### src/rtl/cfu_cmd_sequencer.sv
// Purpose : CFU command initiator. Runs one GEMM job: RESET, SET_KMN, SET_OFFSET,
//           STORE_A/STORE_B (operands fetched from a sync source RAM), SET_VALID,
//           an IS_BUSY poll loop, then OUTPUT_C drain into a sink port.
// Ports   : start/kmn/offset/a_words/b_words/c_rows/b_base = job request (sampled on start);
//           src_rd/src_addr/src_data = source RAM; c_wr/c_addr/c_data = sink;
//           cmd_* / rsp_* = CFU valid-ready channels; busy/done/err = job status.
module cfu_cmd_sequencer #(
   parameter int ADDR_W   = 12,
   parameter int POLL_MAX = 65535
) (
   input  logic              clk,
   input  logic              reset,
   input  logic              start,
   input  logic [23:0]       kmn,
   input  logic [31:0]       offset,
   input  logic [ADDR_W-1:0] a_words,
   input  logic [ADDR_W-1:0] b_words,
   input  logic [ADDR_W-1:0] c_rows,
   input  logic [ADDR_W-1:0] b_base,
   output logic              src_rd,
   output logic [ADDR_W-1:0] src_addr,
   input  logic [31:0]       src_data,
   output logic              c_wr,
   output logic [ADDR_W-1:0] c_addr,
   output logic [31:0]       c_data,
   output logic              cmd_valid,
   input  logic              cmd_ready,
   output logic [9:0]        cmd_payload_function_id,
   output logic [31:0]       cmd_payload_inputs_0,
   output logic [31:0]       cmd_payload_inputs_1,
   input  logic              rsp_valid,
   output logic              rsp_ready,
   input  logic [31:0]       rsp_payload_outputs_0,
   output logic              busy,
   output logic              done,
   output logic              err
);

   localparam int PW = (POLL_MAX < 2) ? 1 : $clog2(POLL_MAX + 1);
   localparam logic [PW-1:0]     POLL_LIM = PW'(POLL_MAX);
   localparam logic [PW-1:0]     P_ONE    = 1;
   localparam logic [ADDR_W-1:0] A_ONE    = 1;

   typedef enum logic [2:0] {
      S_IDLE, S_FETCH, S_LOAD, S_ISSUE, S_WAIT, S_DONE
   } state_t;

   typedef enum logic [2:0] {
      P_RESET, P_KMN, P_OFFSET, P_STORE_A, P_STORE_B, P_SET_VALID, P_IS_BUSY, P_OUTPUT_C
   } phase_t;

   state_t state, state_nxt;
   phase_t phase, phase_nxt;

   // Job parameters captured on start so the request inputs are free to change.
   logic [23:0]       kmn_q;
   logic [31:0]       offset_q;
   logic [ADDR_W-1:0] a_q, b_q, c_q, b_base_q;

   logic [ADDR_W-1:0] idx;       // operand index within STORE_A / STORE_B
   logic [ADDR_W-1:0] row;       // C row being drained
   logic [1:0]        lane;      // C lane within the row
   logic [PW-1:0]     poll_cnt;  // non-zero IS_BUSY responses seen
   logic [31:0]       data_q;    // fetched operand

   logic idx_last, row_last, poll_last, rsp_zero, rsp_hs;

   assign idx_last  = ((idx + A_ONE) == ((phase == P_STORE_A) ? a_q : b_q));
   assign row_last  = (lane == 2'd3) && ((row + A_ONE) == c_q);
   assign poll_last = ((poll_cnt + P_ONE) == POLL_LIM);
   assign rsp_zero  = (rsp_payload_outputs_0 == 32'd0);
   assign rsp_hs    = (state == S_WAIT) && rsp_valid;

   function automatic logic [6:0] funct7_of(input phase_t p);
      case (p)
         P_RESET:     funct7_of = 7'd0;
         P_KMN:       funct7_of = 7'd1;
         P_OFFSET:    funct7_of = 7'd6;
         P_STORE_A:   funct7_of = 7'd2;
         P_STORE_B:   funct7_of = 7'd3;
         P_SET_VALID: funct7_of = 7'd7;
         P_IS_BUSY:   funct7_of = 7'd4;
         P_OUTPUT_C:  funct7_of = 7'd5;
         default:     funct7_of = 7'd0;
      endcase
   endfunction

   always_ff @(posedge clk) begin
      if (reset) begin
         state <= S_IDLE;
         phase <= P_RESET;
      end else begin
         state <= state_nxt;
         phase <= phase_nxt;
      end
   end

   // Next state. Store phases go through FETCH/LOAD for every word; every
   // other command goes straight back to ISSUE after its response.
   always_comb begin
      state_nxt = state;
      phase_nxt = phase;
      case (state)
         S_IDLE: begin
            if (start) begin
               state_nxt = S_ISSUE;
               phase_nxt = P_RESET;
            end
         end
         S_FETCH: state_nxt = S_LOAD;
         S_LOAD:  state_nxt = S_ISSUE;
         S_ISSUE: begin
            if (cmd_ready) state_nxt = S_WAIT;
         end
         S_WAIT: begin
            if (rsp_valid) begin
               state_nxt = S_ISSUE;
               case (phase)
                  P_RESET: phase_nxt = P_KMN;
                  P_KMN:   phase_nxt = P_OFFSET;
                  P_OFFSET: begin
                     if (a_q != '0) begin
                        phase_nxt = P_STORE_A;
                        state_nxt = S_FETCH;
                     end else if (b_q != '0) begin
                        phase_nxt = P_STORE_B;
                        state_nxt = S_FETCH;
                     end else begin
                        phase_nxt = P_SET_VALID;
                     end
                  end
                  P_STORE_A: begin
                     if (!idx_last) begin
                        state_nxt = S_FETCH;
                     end else if (b_q != '0) begin
                        phase_nxt = P_STORE_B;
                        state_nxt = S_FETCH;
                     end else begin
                        phase_nxt = P_SET_VALID;
                     end
                  end
                  P_STORE_B: begin
                     if (!idx_last) state_nxt = S_FETCH;
                     else           phase_nxt = P_SET_VALID;
                  end
                  P_SET_VALID: phase_nxt = P_IS_BUSY;
                  P_IS_BUSY: begin
                     if (rsp_zero) begin
                        if (c_q != '0) phase_nxt = P_OUTPUT_C;
                        else           state_nxt = S_DONE;
                     end else if (poll_last) begin
                        // CFU never went idle: give up without draining C.
                        state_nxt = S_DONE;
                     end
                  end
                  P_OUTPUT_C: begin
                     if (row_last) state_nxt = S_DONE;
                  end
                  default: state_nxt = S_DONE;
               endcase
            end
         end
         S_DONE:  state_nxt = S_IDLE;
         default: state_nxt = S_IDLE;
      endcase
   end

   always_ff @(posedge clk) begin
      if (reset) begin
         kmn_q    <= '0;
         offset_q <= '0;
         a_q      <= '0;
         b_q      <= '0;
         c_q      <= '0;
         b_base_q <= '0;
         idx      <= '0;
         row      <= '0;
         lane     <= '0;
         poll_cnt <= '0;
         data_q   <= '0;
         err      <= 1'b0;
         c_wr     <= 1'b0;
         c_addr   <= '0;
         c_data   <= '0;
      end else begin
         c_wr <= 1'b0;
         if (state == S_IDLE && start) begin
            kmn_q    <= kmn;
            offset_q <= offset;
            a_q      <= a_words;
            b_q      <= b_words;
            c_q      <= c_rows;
            b_base_q <= b_base;
            idx      <= '0;
            row      <= '0;
            lane     <= '0;
            poll_cnt <= '0;
         end
         if (state == S_LOAD) data_q <= src_data;
         if (rsp_hs) begin
            case (phase)
               // idx returns to 0 on the last word so STORE_B starts fresh.
               P_STORE_A, P_STORE_B: idx <= idx_last ? '0 : idx + A_ONE;
               P_IS_BUSY: begin
                  if (!rsp_zero) begin
                     poll_cnt <= poll_cnt + P_ONE;
                     if (poll_last) err <= 1'b1;
                  end
               end
               P_OUTPUT_C: begin
                  c_wr   <= 1'b1;
                  c_data <= rsp_payload_outputs_0;
                  c_addr <= {row[ADDR_W-3:0], lane};
                  lane   <= lane + 2'd1;
                  if (lane == 2'd3) row <= row + A_ONE;
               end
               default: ;
            endcase
         end
      end
   end

   assign src_rd    = (state == S_FETCH);
   assign src_addr  = !src_rd ? '0 : (phase == P_STORE_A) ? idx : (b_base_q + idx);
   assign cmd_valid = (state == S_ISSUE);
   assign rsp_ready = (state == S_WAIT);
   assign busy      = (state != S_IDLE) && (state != S_DONE);
   assign done      = (state == S_DONE);

   // Payload is a pure function of registered state, so it holds steady for
   // the whole ISSUE stall; it reads as zero outside ISSUE.
   always_comb begin
      cmd_payload_function_id = '0;
      cmd_payload_inputs_0    = '0;
      cmd_payload_inputs_1    = '0;
      if (state == S_ISSUE) begin
         cmd_payload_function_id = {funct7_of(phase), 3'b000};
         case (phase)
            P_KMN:      cmd_payload_inputs_0 = {8'h00, kmn_q};
            P_OFFSET:   cmd_payload_inputs_0 = offset_q;
            P_STORE_A:  cmd_payload_inputs_0 = data_q;
            P_STORE_B:  cmd_payload_inputs_1 = data_q;
            P_OUTPUT_C: cmd_payload_inputs_0 = {30'd0, lane};
            default: ;
         endcase
      end
   end

endmodule

### config.mk
export PLATFORM = sky130hd
export DESIGN_NAME = cfu_cmd_sequencer
export DESIGN_NICKNAME = d
export VERILOG_FILES = /design/src/rtl/cfu_cmd_sequencer.sv
export SDC_FILE = /design/constraint.sdc
export NUM_CORES = 1
export LEC_CHECK = 0
export CAP_MARGIN = 30
export CORE_ASPECT_RATIO = 1.1
export CORE_MARGIN = 10
export CORE_UTILIZATION = 45
export CTS_CLUSTER_DIAMETER = 40
export DETAILED_ROUTE_END_ITERATION = 8
export GPL_TIMING_DRIVEN = 0
export PLACE_DENSITY = 0.72
export SYNTH_ARGS = -nofsm -noshare
export SYNTH_HDL_FRONTEND = slang
export SYNTH_SLANG_ARGS = --single-unit
### constraint.sdc
create_clock -name clk -period 3.7 [get_ports clk]
set_input_delay 0.74 -clock clk [delete_from_list [all_inputs] [get_ports clk]]
set_output_delay 0.74 -clock clk [all_outputs]
set_load 0.1 [all_outputs]
# After elaboration in Yosys (flattened, before gate mapping)
# Memory sizes are Yosys's and may differ from the RTL's. A register that Yosys moved wholly into a read port is not among the register bits.
# Index checks and enable logic that the tools add are counted.
[op_classes] n_eq_ne=25 mux=49 bitwise=2 n_reduce_logical=18 add_sub_neg=5
[op_table] operator="$mux W12" n=11
[op_table] operator="$pmux W32 S4" n=1
[op_table] operator="$mux W32" n=3
[op_table] operator="$mux W16" n=4
[op_table] operator="$mux W3" n=16
[op_table] operator="$reduce_bool A12 Y1" n=3
[op_table] operator="$logic_not A32 Y1" n=1
[op_table] operator="$pmux W3 S5" n=2
[op_table] operator="$add A12 B1 Y12 const B" n=2
[op_table] operator="$eq A12 B12 Y1" n=2
[op_table] operator="$pmux W3 S7" n=1
[op_table] operator="$eq A3 B3 Y1 const B" n=6
[op_table] operator="$add A16 B1 Y16 const B" n=1
[op_table] operator="$eq A16 B16 Y1 const B" n=1
[op_table] operator="$ne A3 B3 Y1 const B" n=5
[op_table] operator="$mux W2" n=7
[op_table] operator="$add A12 B12 Y12" n=1
[op_table] operator="$eq A3 B2 Y1 const B" n=4
[op_table] operator="$mux W10" n=1
[op_table] operator="$ne A8 B1 Y1 const B" n=1
[op_table] operator="$reduce_and A8 Y1" n=1
[op_table] operator="$eq A3 B1 Y1 const B" n=2
[op_table] operator="$logic_not A3 Y1" n=2
[op_table] operator="$pmux W3 S2" n=1
[op_table] operator="other kinds (13)" n=20
[word_totals] n_memories=1 output_inout_bits=137 elab_cells=117 regBits=230 rom_bits=24
[mem_list] name="(no name shown)" depth=8 word_bits=3 rd=1 rd_ports_with_merged_regs=1 wr=0 line_no="75" source="case (p)"

# Logic depth before layout (Yosys ltp)
# Gate-level depths: netlist (run 1).
[depth] depth_word=9 ltp_mapped=12 mapped_depth_nobuf=12

# Worst setup path after synthesis (run 1)
# No wires, ideal clock.
[synth_path] path_type="flip-flop to flip-flop" start="register state[2]" end="register row[11]" setup_time_ns=0.128 setup_slack_ns=-1.043 arrival_time_ns=4.616 stages_incl_launch_ff=11 synth_period_minus_slack_ns=4.743 required_time_ns=3.572 cell_sequence="dfxtp_1 -> clkbuf_1 -> nor3b_1 -> nand2_1 -> nor2_1 -> nand2_1 -> clkbuf_1 -> nand2_1 -> o21ai_0 -> a22oi_1 -> nor2_1"
[synth_between] elab_cells_between_ends=8 classes_between="eq/ne: 1; mux: 4; reduce/logical: 3"
[synth_rtl] element="from (decl)" line_no="52" source="state_t state, state_nxt;"
[synth_rtl] element="from (signal assigned)" line_no="93" source="state <= state_nxt;"
[synth_rtl] element="$eq A3 B3 Y1"
[synth_rtl] element="named net rsp_ready" line_no="32" source="output logic rsp_ready,"
[synth_rtl] element="$logic_and A1 B1 Y1" line_no="72" source="assign rsp_hs = (state == S_WAIT) && rsp_valid;"
[synth_rtl] element="$mux W12" line_no="200" source="if (rsp_hs) begin"
[synth_rtl] element="to (signal assigned)" line_no="215" source="if (lane == 2'd3) row <= row + A_ONE;"
[synth_rtl] element="to (decl)" line_no="61" source="logic [ADDR_W-1:0] row;"
# The timed path passes the listed nets, and every way through them passes these cells.
# A chain may end at the register's enable or synchronous reset.

# Worst setup path in the final report (run 1)
[layout_path] start="register b_base_q[0]" end="output src_addr[10]"
[layout_between] elab_chain_len=3
[layout_lines] element="from (decl)" line_no="58" source="logic [ADDR_W-1:0] a_q, b_q, c_q, b_base_q;"
[layout_lines] element="from (signal assigned)" line_no="193" source="b_base_q <= b_base;"
[layout_lines] element="$add A12 B12 Y12" line_no="224" source="assign src_addr = !src_rd ? '0 : (phase == P_STORE_A) ? idx : (b_base_q + idx);"
[layout_lines] element="$mux W12 (2 in a row)" line_no="224"
[layout_lines] element="to (decl)" line_no="21" source="output logic [ADDR_W-1:0] src_addr,"
# Every way passes these cells.

==> results_dict.tcl, run 1 <==
set metrics [dict create \
    layout-drive-gt1-share 0.121 \
    place_congestion 0.912 \
    wl_per_cell_um 19.1 \
    hold_violations 0 \
    rsz0062_at_grt "yes" \
    final_cell_area_um2 17100 \
    cts_tree "built" \
    tightest_slew_ns 1.04 \
    io_buffers 301 \
    drt-total-wl_mm 44.4 \
    syn_area_um2 11700 \
    ys_seq_area_frac 0.399 \
    p_per_area_nw_per_um2 415 \
    finalClockSkew_ns 0.0122 \
    place_ws_ns -0.675 \
    area_growth_pct 46.1 \
    first_pass_iters 5 \
    via_per_inst 5.41 \
    grt_use_total 0.256 \
    layout_commonest_cell "nand2_1" \
    grt_pass1_wl_mm 68.4 \
    maxSlewHeadroom 0.304 \
    grt_max_degree 11 \
    cp.required_ns 2.96 \
    setup_violations 1 \
    arrival_ns 2.98 \
    cts_root_buf "clkbuf_16" \
    insertion_delay_ns 0.51 \
    holdCritPathClass "reg -> reg" \
    final_cell_mix "418 x nand2_1, 247 x a21oi_1, 230 x clkdlybuf4s50_1" \
    clk_pin_slew_ns 0.05 \
    cts_buffer_depth 3 \
    rows 61 \
    startpoint_type "register" \
    die_x_um 174 \
    grt_remaining_overflow 0 \
    die_h_um 189 \
    whs_ns 0.451 \
    design.die.area_um2 32800 \
    synth_edf_count 0 \
    critical_path_class "reg -> out" \
    syn_avg_cell_area_um2 7.36 \
    io_pins 310 \
    period_needed_ns 3.72 \
    slew_viol_final 0 \
    worstRegToRegCells 11 \
    numCtsBuffers 39 \
    r2r_slack_ns 0.29 \
    synth-warning-count 0 \
    status "complete, but fails checks" \
    ctsHtreeMaxLevel 2 \
    fin_nets 2144 \
    cts_sinks 233 \
    peakVddDrop_uv 282 \
    total_power_mw 7.08 \
    ys_async_sr_fraction 0 \
    fin_crit_sh 1.01 \
    antenna_found_initial 5 \
    drtIter0Drc 1002 \
    fmax_mhz 269 \
    ys_ff_latch 233 \
    ys.flop_type "dfxtp_1" \
    placed_cell_area_um2 15600 \
    dp_hpwl_mm 33.6 \
    drtAntennaViolNets 0 \
    drc_errors 0 \
    cap_violations 0 \
    totalNegativeSetupSlack_ns -0.0189 \
    grt_pass1_vias 12268 \
    holdPathStages 2 \
    core_area_um2 25400 \
    critPathCaptureType "primary output" \
    fill_cells 2175 \
    setup_slack_ns -0.0189 \
    syn_inst 1587 \
    p_leak_nw 6.09 \
    start_util 0.460 \
    ys_types 60 \
    vias 12610 \
    worstPathMaxFanout 3 \
    violations "negative setup slack" \
]
[power breakdown]
part           switching (mW)  internal, mW  total, mW
Combinational           0.486         0.364      0.850
Sequential             0.0820          2.62       2.70
Clock                    1.28          2.25       3.53
[synth_stat cells (all sizes together), types with 6 or more instances]
cell type  count  area, um^2
a211oi         7        57.6
nand2b        13        81.3
nand2        418        1570
nor3          21         105
inv           22        82.6
a22oi         30         225
mux2i         23         243
nor2b          7        43.8
a31oi          8        50.1
nand3         31         160
xnor2         26         228
nor4          24         150
nand4         10        62.6
nor2         102         383
o21a           8        60.1
a21oi        252        1270
clkbuf       102         383
nor3b          9        67.6
or3           11        68.8
ha            16         200
dfxtp        233        4660
mux2          24         270
xor2          15         131
or2            6        37.5
o21ai         49         245
buf           19         111
and2          41         257
and3          14        87.6
[sequential cells by signal, indices dropped and copies added (netlist names), named ones only]
| register | flops |
|---|---|
| b_q | 12 |
| idx | 12 |
| c_wr | 1 |
| kmn_q | 24 |
| c_q | 12 |
| row | 12 |
| state | 3 |
| offset_q | 32 |
| lane | 2 |
| a_q | 12 |
| c_data | 32 |
| data_q | 32 |
| err | 1 |
| poll_cnt | 16 |
| phase | 3 |
| b_base_q | 12 |
| c_addr | 12 |
[logic make-up after synthesis]
logic type / Yosys count / share of synthesized area
mux: 47 / 0.0439
xor+xnor: 41 / 0.0307
other cells: 1 / 0.000321
flops: 233 / 0.399
buf+inv: 143 / 0.0494
simple gates: 722 / 0.274
fa+ha+maj: 17 / 0.0188
compound gates: 383 / 0.184
[timing repair]
item,in CTS,in global routing
pin swaps,10,18
endpoints found under the setup margin,80,44
setup buffers,3,4
hold buffers,0,0
gates resized for setup,261,41
[worst max-delay path: stages (launching register included)]
cell	delay, ns
dfxtp_4	0.37
ha_4	0.13
inv_2	0.03
fa_2	0.35
nor2b_2	0.13
o21ai_2	0.07
a21oi_2	0.17
o21ai_2	0.09
a21boi_2	0.18
o21a_1	0.20
o211ai_1	0.15
a211o_1	0.33
nand3_2	0.08
buf_12	0.17
[per-stage QoR]
stage | cells | util
floorplan | 1593 | -
global placement | 2240 | 0.597
detailed placement | 2254 | 0.612
CTS | 2324 | 0.667
global route | 2328 | 0.671
finish | 2329 | 0.671
[cell type report]
class	instances	area [um^2]	share of cell area
flip-flops and latches	233	4680	0.274
diodes	2	5.00	0.000293
clock buffers	50	1070	0.0625
well taps	346	433	0.0254
clock inverters	18	195	0.0114
repair buffers	321	3490	0.205
plain buffers	120	514	0.0301
multi-input cells	1217	6600	0.387
inverters	22	82.6	0.00484
[final timing paths]
kind,end,from
worst min-delay path,c_data[10]$_SDFFE_PP0P_,c_data[10]$_SDFFE_PP0P_
worst max register to register,state[1]$_SDFFE_PP0P_,row[3]$_SDFF_PP0_
worst min register to register,c_data[10]$_SDFFE_PP0P_,c_data[10]$_SDFFE_PP0P_
worst max-delay path,src_addr[10],b_base_q[0]$_SDFFE_PP0P_
[routing by layer]
layer | global-route usage | routed length [um] | share of wire
met2 | 0.426 | 21000 | 0.47
met4 | 0.0842 | 1160 | 0.026
met5 | 0 | 27 | 0.00061
met1 | 0.303 | 18100 | 0.41
met3 | 0.0866 | 4140 | 0.093
(Power assumes the default switching activity.)
==> run 2: changes to the inputs <==
--- a/config.mk
+++ b/config.mk
@@ -8,11 +8,11 @@
 export CAP_MARGIN = 30
 export CORE_ASPECT_RATIO = 1.1
 export CORE_MARGIN = 10
-export CORE_UTILIZATION = 45
+export CORE_UTILIZATION = 49
 export CTS_CLUSTER_DIAMETER = 40
 export DETAILED_ROUTE_END_ITERATION = 8
-export GPL_TIMING_DRIVEN = 0
-export PLACE_DENSITY = 0.72
+export MAX_ROUTING_LAYER = met4
+export PLACE_DENSITY = 0.78
 export SYNTH_ARGS = -nofsm -noshare
 export SYNTH_HDL_FRONTEND = slang
 export SYNTH_SLANG_ARGS = --single-unit
==> results_dict.tcl, run 2 (synthesis gave the netlist of run 1 again) <==
set metrics [dict create \
    status "finished clean" \
    grt_pass1_vias 12187 \
    drc_errors 0 \
    grt_remaining_overflow 0 \
    holdPathStages 2 \
    worstPathMaxFanout 3 \
    placedCellCount 2108 \
    slew_viol_final 0 \
    rsz0062_at_grt "yes" \
    place_ws_ns 0.309 \
    placed_cell_area_um2 15700 \
    crit_slowest_cell "fa_2" \
    path_cells "ha_4 > inv_2 > fa_2 > nor2b_4 > o21ai_2 > a21oi_2 > o21ai_2 > a21boi_2 > o21a_1 > o211ai_1 > a211o_1 > nand3_2 > buf_12" \
    die_h_um 182 \
    layout_commonest_cell "nand2_1" \
    p_per_area_nw_per_um2 413 \
    io_pins 310 \
    worstRegToRegCells 12 \
    numCtsBuffers 35 \
    period_needed_ns 3.67 \
    crit_family "compound AO/OA/AOI/OAI gates" \
    drtAntennaViolNets 0 \
    cp_common_cell "o21ai_2" \
    rows 59 \
    top_regs "c_data: 32 flops, data_q: 32 flops, offset_q: 32 flops" \
    holdCritPathClass "reg -> reg" \
    p_leak_nw 6.08 \
    setup_violations 0 \
    cts_buffer_depth 3 \
    design.die.area_um2 30400 \
    core_area_um2 23500 \
    startpoint_type "register" \
    peakVddDrop_uv 357 \
    switching_share 0.245 \
    final_util 0.724 \
    area_growth_pct 45.8 \
    postCtsHoldBufs 0 \
    die_x_um 167 \
    grt_max_degree 86 \
    layout-drive-gt1-share 0.127 \
    cpPeakStageDelay_ns 0.39 \
    whs_ns 0.451 \
    antenna_found_initial 4 \
    fin_crit_sh 0.992 \
    start_util 0.496 \
    crit_buf_inv 2 \
    tightest_slew_ns 1.05 \
    r2r_slack_ns 0.41 \
    setup.worst_path.start "idx[0]$_SDFF_PP0_" \
    cp.required_ns 2.96 \
    maxSlewHeadroom 0.296 \
    insertion_delay_ns 0.51 \
    critical_path_class "reg -> out" \
    p_comb_frac 0.113 \
    vias 12199 \
    p_clk_frac 0.504 \
    via_per_inst 5.59 \
    cap_violations 0 \
    arrival_ns 2.93 \
    worstHoldStart "kmn_q[20]$_SDFFE_PP0P_" \
    clk_pin_slew_ns 0.05 \
    place_congestion 0.965 \
    totalNegativeSetupSlack_ns 0 \
    fin_nets 2038 \
    setup_slack_ns 0.0308 \
    io_buffers 302 \
    drtIter0Drc 969 \
    dp_hpwl_mm 29.8 \
    cts_tree "built" \
    ctsHtreeMaxLevel 2 \
    p_seq_frac 0.383 \
    final_cell_mix "417 x nand2_1, 248 x a21oi_1, 228 x dfxtp_1" \
    finalClockSkew_ns 0.0190 \
    fin_cells 2182 \
    wl_per_cell_um 19.1 \
    hold_violations 0 \
    grt_use_total 0.263 \
    critPathCaptureType "primary output" \
    final_cell_area_um2 17000 \
    r2r-start "idx[0]$_SDFF_PP0_" \
    cts_root_buf "clkbuf_16" \
    p_switching_mw 1.73 \
    first_pass_iters 5 \
    cts_sinks 233 \
    fmax_mhz 273 \
    total_power_mw 7.04 \
    drt-total-wl_mm 41.7 \
    hold_end "kmn_q[20]$_SDFFE_PP0P_" \
    grt_pass1_wl_mm 64.5 \
    p_int_mw 5.32 \
]
-- run 2: cell count changes in the layout (fill, tap and decap cells not counted), sizes merged --
cell,delta
dlygate4sd2,-1
inv,-4
clkbuf,-103
dlymetal6s2s,-4
diode,+2
clkdlybuf4s15,-48
bufinv,+4
clkdlybuf4s50,-13
clkinv,-2
clkdlybuf4s18,-4
buf,+67
-- run 2: final cells by class --
class                           instances  area (um^2)
Clock buffer                           46          978
Multi-Input combinational cell       1217         6560
Tap cell                              305          382
Fill cell                            1800         6510
Sequential cell                       233         4670
Clock inverter                         16          285
Timing Repair Buffer                  339         4070
Antenna cell                            4         10.0
Inverter                               22         82.6
-- run 2: routing by layer --
metal  track usage  part of all wire
met5             -                 0
met4        0.0990             0.037
met3        0.0909             0.096
met2         0.440              0.48
met1         0.283              0.39
-- run 2: worst min-delay path, delay by kind of cell, from the launching register on --
family | cells | cell delay [ns]
AOI/OAI and AO/OA | 1 | 0.05
DFF | 1 | 0.30
and+or+nand+nor | 1 | 0.05
-- run 2: timing repair --
action,in CTS,in global routing
gates resized for setup,8,12
gates cloned,0,0
buffers inserted,3,5
pin swaps,3,11
endpoints found under the setup margin,3,28
-- run 2: worst max path at each step --
stage	to	slack [ns]	cells past startpoint
after global placement	src_addr[10]	0.42	12
after CTS	src_addr[10]	0.01	13
final	src_addr[10]	0.03	13
after floorplan	cmd_payload_inputs_0[10]	-0.47	7
after global routing	src_addr[10]	-0.09	13
after detailed placement	src_addr[10]	0.31	12
-- run 2: power by group through the flow --
stage                     logic, mW  clock network, mW  registers, mW
after floorplan               0.466                  0           2.71
after global placement        0.775                  0           2.74
after detailed placement      0.787                  0           2.74
after CTS                     0.796               3.58           2.69
after global routing          0.866               3.70           2.71
final                         0.799               3.55           2.70
==> run 3: changes to the inputs <==
--- a/config.mk
+++ b/config.mk
@@ -7,7 +7,7 @@
 export LEC_CHECK = 0
 export CAP_MARGIN = 30
 export CORE_ASPECT_RATIO = 1.1
-export CORE_MARGIN = 10
+export CORE_MARGIN = 2
 export CORE_UTILIZATION = 49
 export CTS_CLUSTER_DIAMETER = 40
 export DETAILED_ROUTE_END_ITERATION = 8
==> constraint.sdc (replaced) <==
create_clock -name clk -period 3.7 [get_ports clk]
set_input_delay 0.74 -clock clk [delete_from_list [all_inputs] [get_ports clk]]
set_output_delay 0.74 -clock clk [all_outputs]
set_load 0.005 [all_outputs]
==> results_dict.tcl, run 3 (synthesis gave the netlist of run 1 again) <==
set metrics [dict create \
    rows 59 \
    place_congestion 0.881 \
    totalNegativeSetupSlack_ns -0.0281 \
    placed_cell_area_um2 14900 \
    grt_pass1_vias 11736 \
    cp.required_ns 2.96 \
    wl_per_cell_um 17.5 \
    crit_cells 17 \
    worstRegToRegCells 12 \
    rsz0062_at_grt "yes" \
    cts_root_buf "clkbuf_16" \
    fin_nets 2041 \
    layout-drive-gt1-share 0.0853 \
    drtAntennaViolNets 0 \
    final_cell_area_um2 16200 \
    maxSlewHeadroom 0.388 \
    place_ws_ns 0.0615 \
    clk_pin_slew_ns 0.06 \
    period_needed_ns 3.73 \
    worstPathMaxFanout 2 \
    critPathCaptureType "primary output" \
    cts_sinks 233 \
    tightest_slew_ns 0.919 \
    arrival_ns 2.99 \
    status "complete, but fails checks" \
    startpoint_type "register" \
    crit_slowest_cell "fa_2" \
    dp_hpwl_mm 26.0 \
    finalClockSkew_ns 0.0215 \
    critical_path_class "reg -> out" \
    p_leak_nw 5.73 \
    total_power_mw 6.81 \
    p_comb_frac 0.103 \
    cp-endpoint "src_addr[6]" \
    grt_pass1_wl_mm 59.2 \
    p_switching_mw 1.69 \
    r2r-start "idx[0]$_SDFF_PP0_" \
    io_buffers 302 \
    path_cells "ha_4 > inv_2 > fa_2 > nor2b_1 > o21ai_1 > a21oi_2 > o21ai_2 > buf_4 > buf_4 > buf_4 > buf_4 > nand2_2 > nor2_1 > nor3_1 > a21oi_1 > nor2_1 > buf_2" \
    area_growth_pct 39.0 \
    p_per_area_nw_per_um2 419 \
    layout_commonest_cell "nand2_1" \
    insertion_delay_ns 0.51 \
    numCtsBuffers 34 \
    postCtsHoldBufs 0 \
    grt_max_degree 111 \
    cts_buffer_depth 3 \
    fmax_mhz 268 \
    violations "negative setup slack" \
    core_area_um2 23500 \
    cpPeakStageDelay_ns 0.36 \
    hold_violations 0 \
    holdCritPathClass "reg -> reg" \
    setup_violations 1 \
    ctsHtreeMaxLevel 2 \
    die_h_um 166 \
    switching_share 0.249 \
    grt_remaining_overflow 0 \
    first_pass_iters 5 \
    drtIter0Drc 799 \
    r2r_end "idx[9]$_SDFF_PP0_" \
    via_per_inst 5.54 \
    p_clk_frac 0.501 \
    drc_errors 0 \
    io_pins 310 \
    r2r_slack_ns 0.36 \
    design.die.area_um2 25100 \
    vias 12092 \
    slew_viol_final 0 \
    setup.worst_path.start "b_base_q[0]$_SDFFE_PP0P_" \
    crit_family "buffers and inverters" \
    cap_violations 0 \
    crit_buf_inv 6 \
    p_int_mw 5.12 \
    cts_tree "built" \
    fin_crit_sh 1.01 \
    start_util 0.496 \
    final_cell_mix "416 x nand2_1, 296 x clkdlybuf4s50_1, 248 x a21oi_1" \
    setup_slack_ns -0.0281 \
    top_regs "c_data: 32 flops, data_q: 32 flops, offset_q: 32 flops" \
    grt_use_total 0.301 \
    drt-total-wl_mm 38.1 \
    peakVddDrop_uv 321 \
    final_util 0.689 \
    cp_common_cell "buf_4" \
    die_x_um 151 \
    antenna_found_initial 2 \
    p_seq_frac 0.395 \
]
-- run 3: per-layer routing --
| metal | GRT usage | vias to the layer above | part of all wire |
|---|---|---|---|
| met5 | - | - | 0 |
| met4 | 0.111 | 0 | 0.029 |
| met3 | 0.0742 | 72 | 0.082 |
| met2 | 0.489 | 481 | 0.49 |
| met1 | 0.360 | 5636 | 0.40 |
| li1 | - | 5903 | - |
-- run 3: tightest hold or removal path: stages (launching register included) --
cell     delay [ns]
dfxtp_1        0.30
nand2_1        0.05
a21oi_1        0.05
-- run 3: area by class of cell --
type / instances / area, um^2
fillers: 1960 / 7310
flip-flops and latches: 233 / 4670
inverters: 22 / 82.6
diodes: 2 / 5.00
repair buffers: 343 / 3350
well taps: 305 / 382
clock inverters: 22 / 288
clock buffers: 39 / 921
multi-input cells: 1217 / 6540
-- run 3: power groups by stage --
stage | sequential [mW] | clock (mW) | combinational, mW
3_3_place_gp | 2.74 | 0 | 0.686
2_1_floorplan | 2.71 | 0 | 0.384
5_1_grt | 2.70 | 3.56 | 0.769
3_5_place_dp | 2.74 | 0 | 0.697
4_1_cts | 2.69 | 3.45 | 0.702
6_report | 2.69 | 3.41 | 0.704
-- run 3: per-stage QoR --
stage | hold slack, ns | std cells
6_report | 0.451 | 2183
5_1_grt | 0.472 | 2183
4_1_cts | 0.453 | 2179
3_5_place_dp | 0.445 | 2112
3_3_place_gp | 0.440 | 2112
2_1_floorplan | 0.431 | 1593
-- run 3: worst min path at each step --
| stage | start | cells after the start | to |
|---|---|---|---|
| finish | kmn_q[5]$_SDFFE_PP0P_ | 2 | kmn_q[5]$_SDFFE_PP0P_ |
| global route | offset_q[21]$_SDFFE_PP0P_ | 2 | offset_q[21]$_SDFFE_PP0P_ |
| CTS | c_data[28]$_SDFFE_PP0P_ | 2 | c_data[28]$_SDFFE_PP0P_ |
| detailed placement | c_data[28]$_SDFFE_PP0P_ | 2 | c_data[28]$_SDFFE_PP0P_ |
| global placement | kmn_q[16]$_SDFFE_PP0P_ | 2 | kmn_q[16]$_SDFFE_PP0P_ |
| floorplan | offset_q[0]$_SDFFE_PP0P_ | 2 | offset_q[0]$_SDFFE_PP0P_ |
-- run 3: repair_timing --
action,CTS,global route
buffers inserted,6,2
resized for setup,17,16
setup endpoints to repair,5,6
pin swaps,10,15
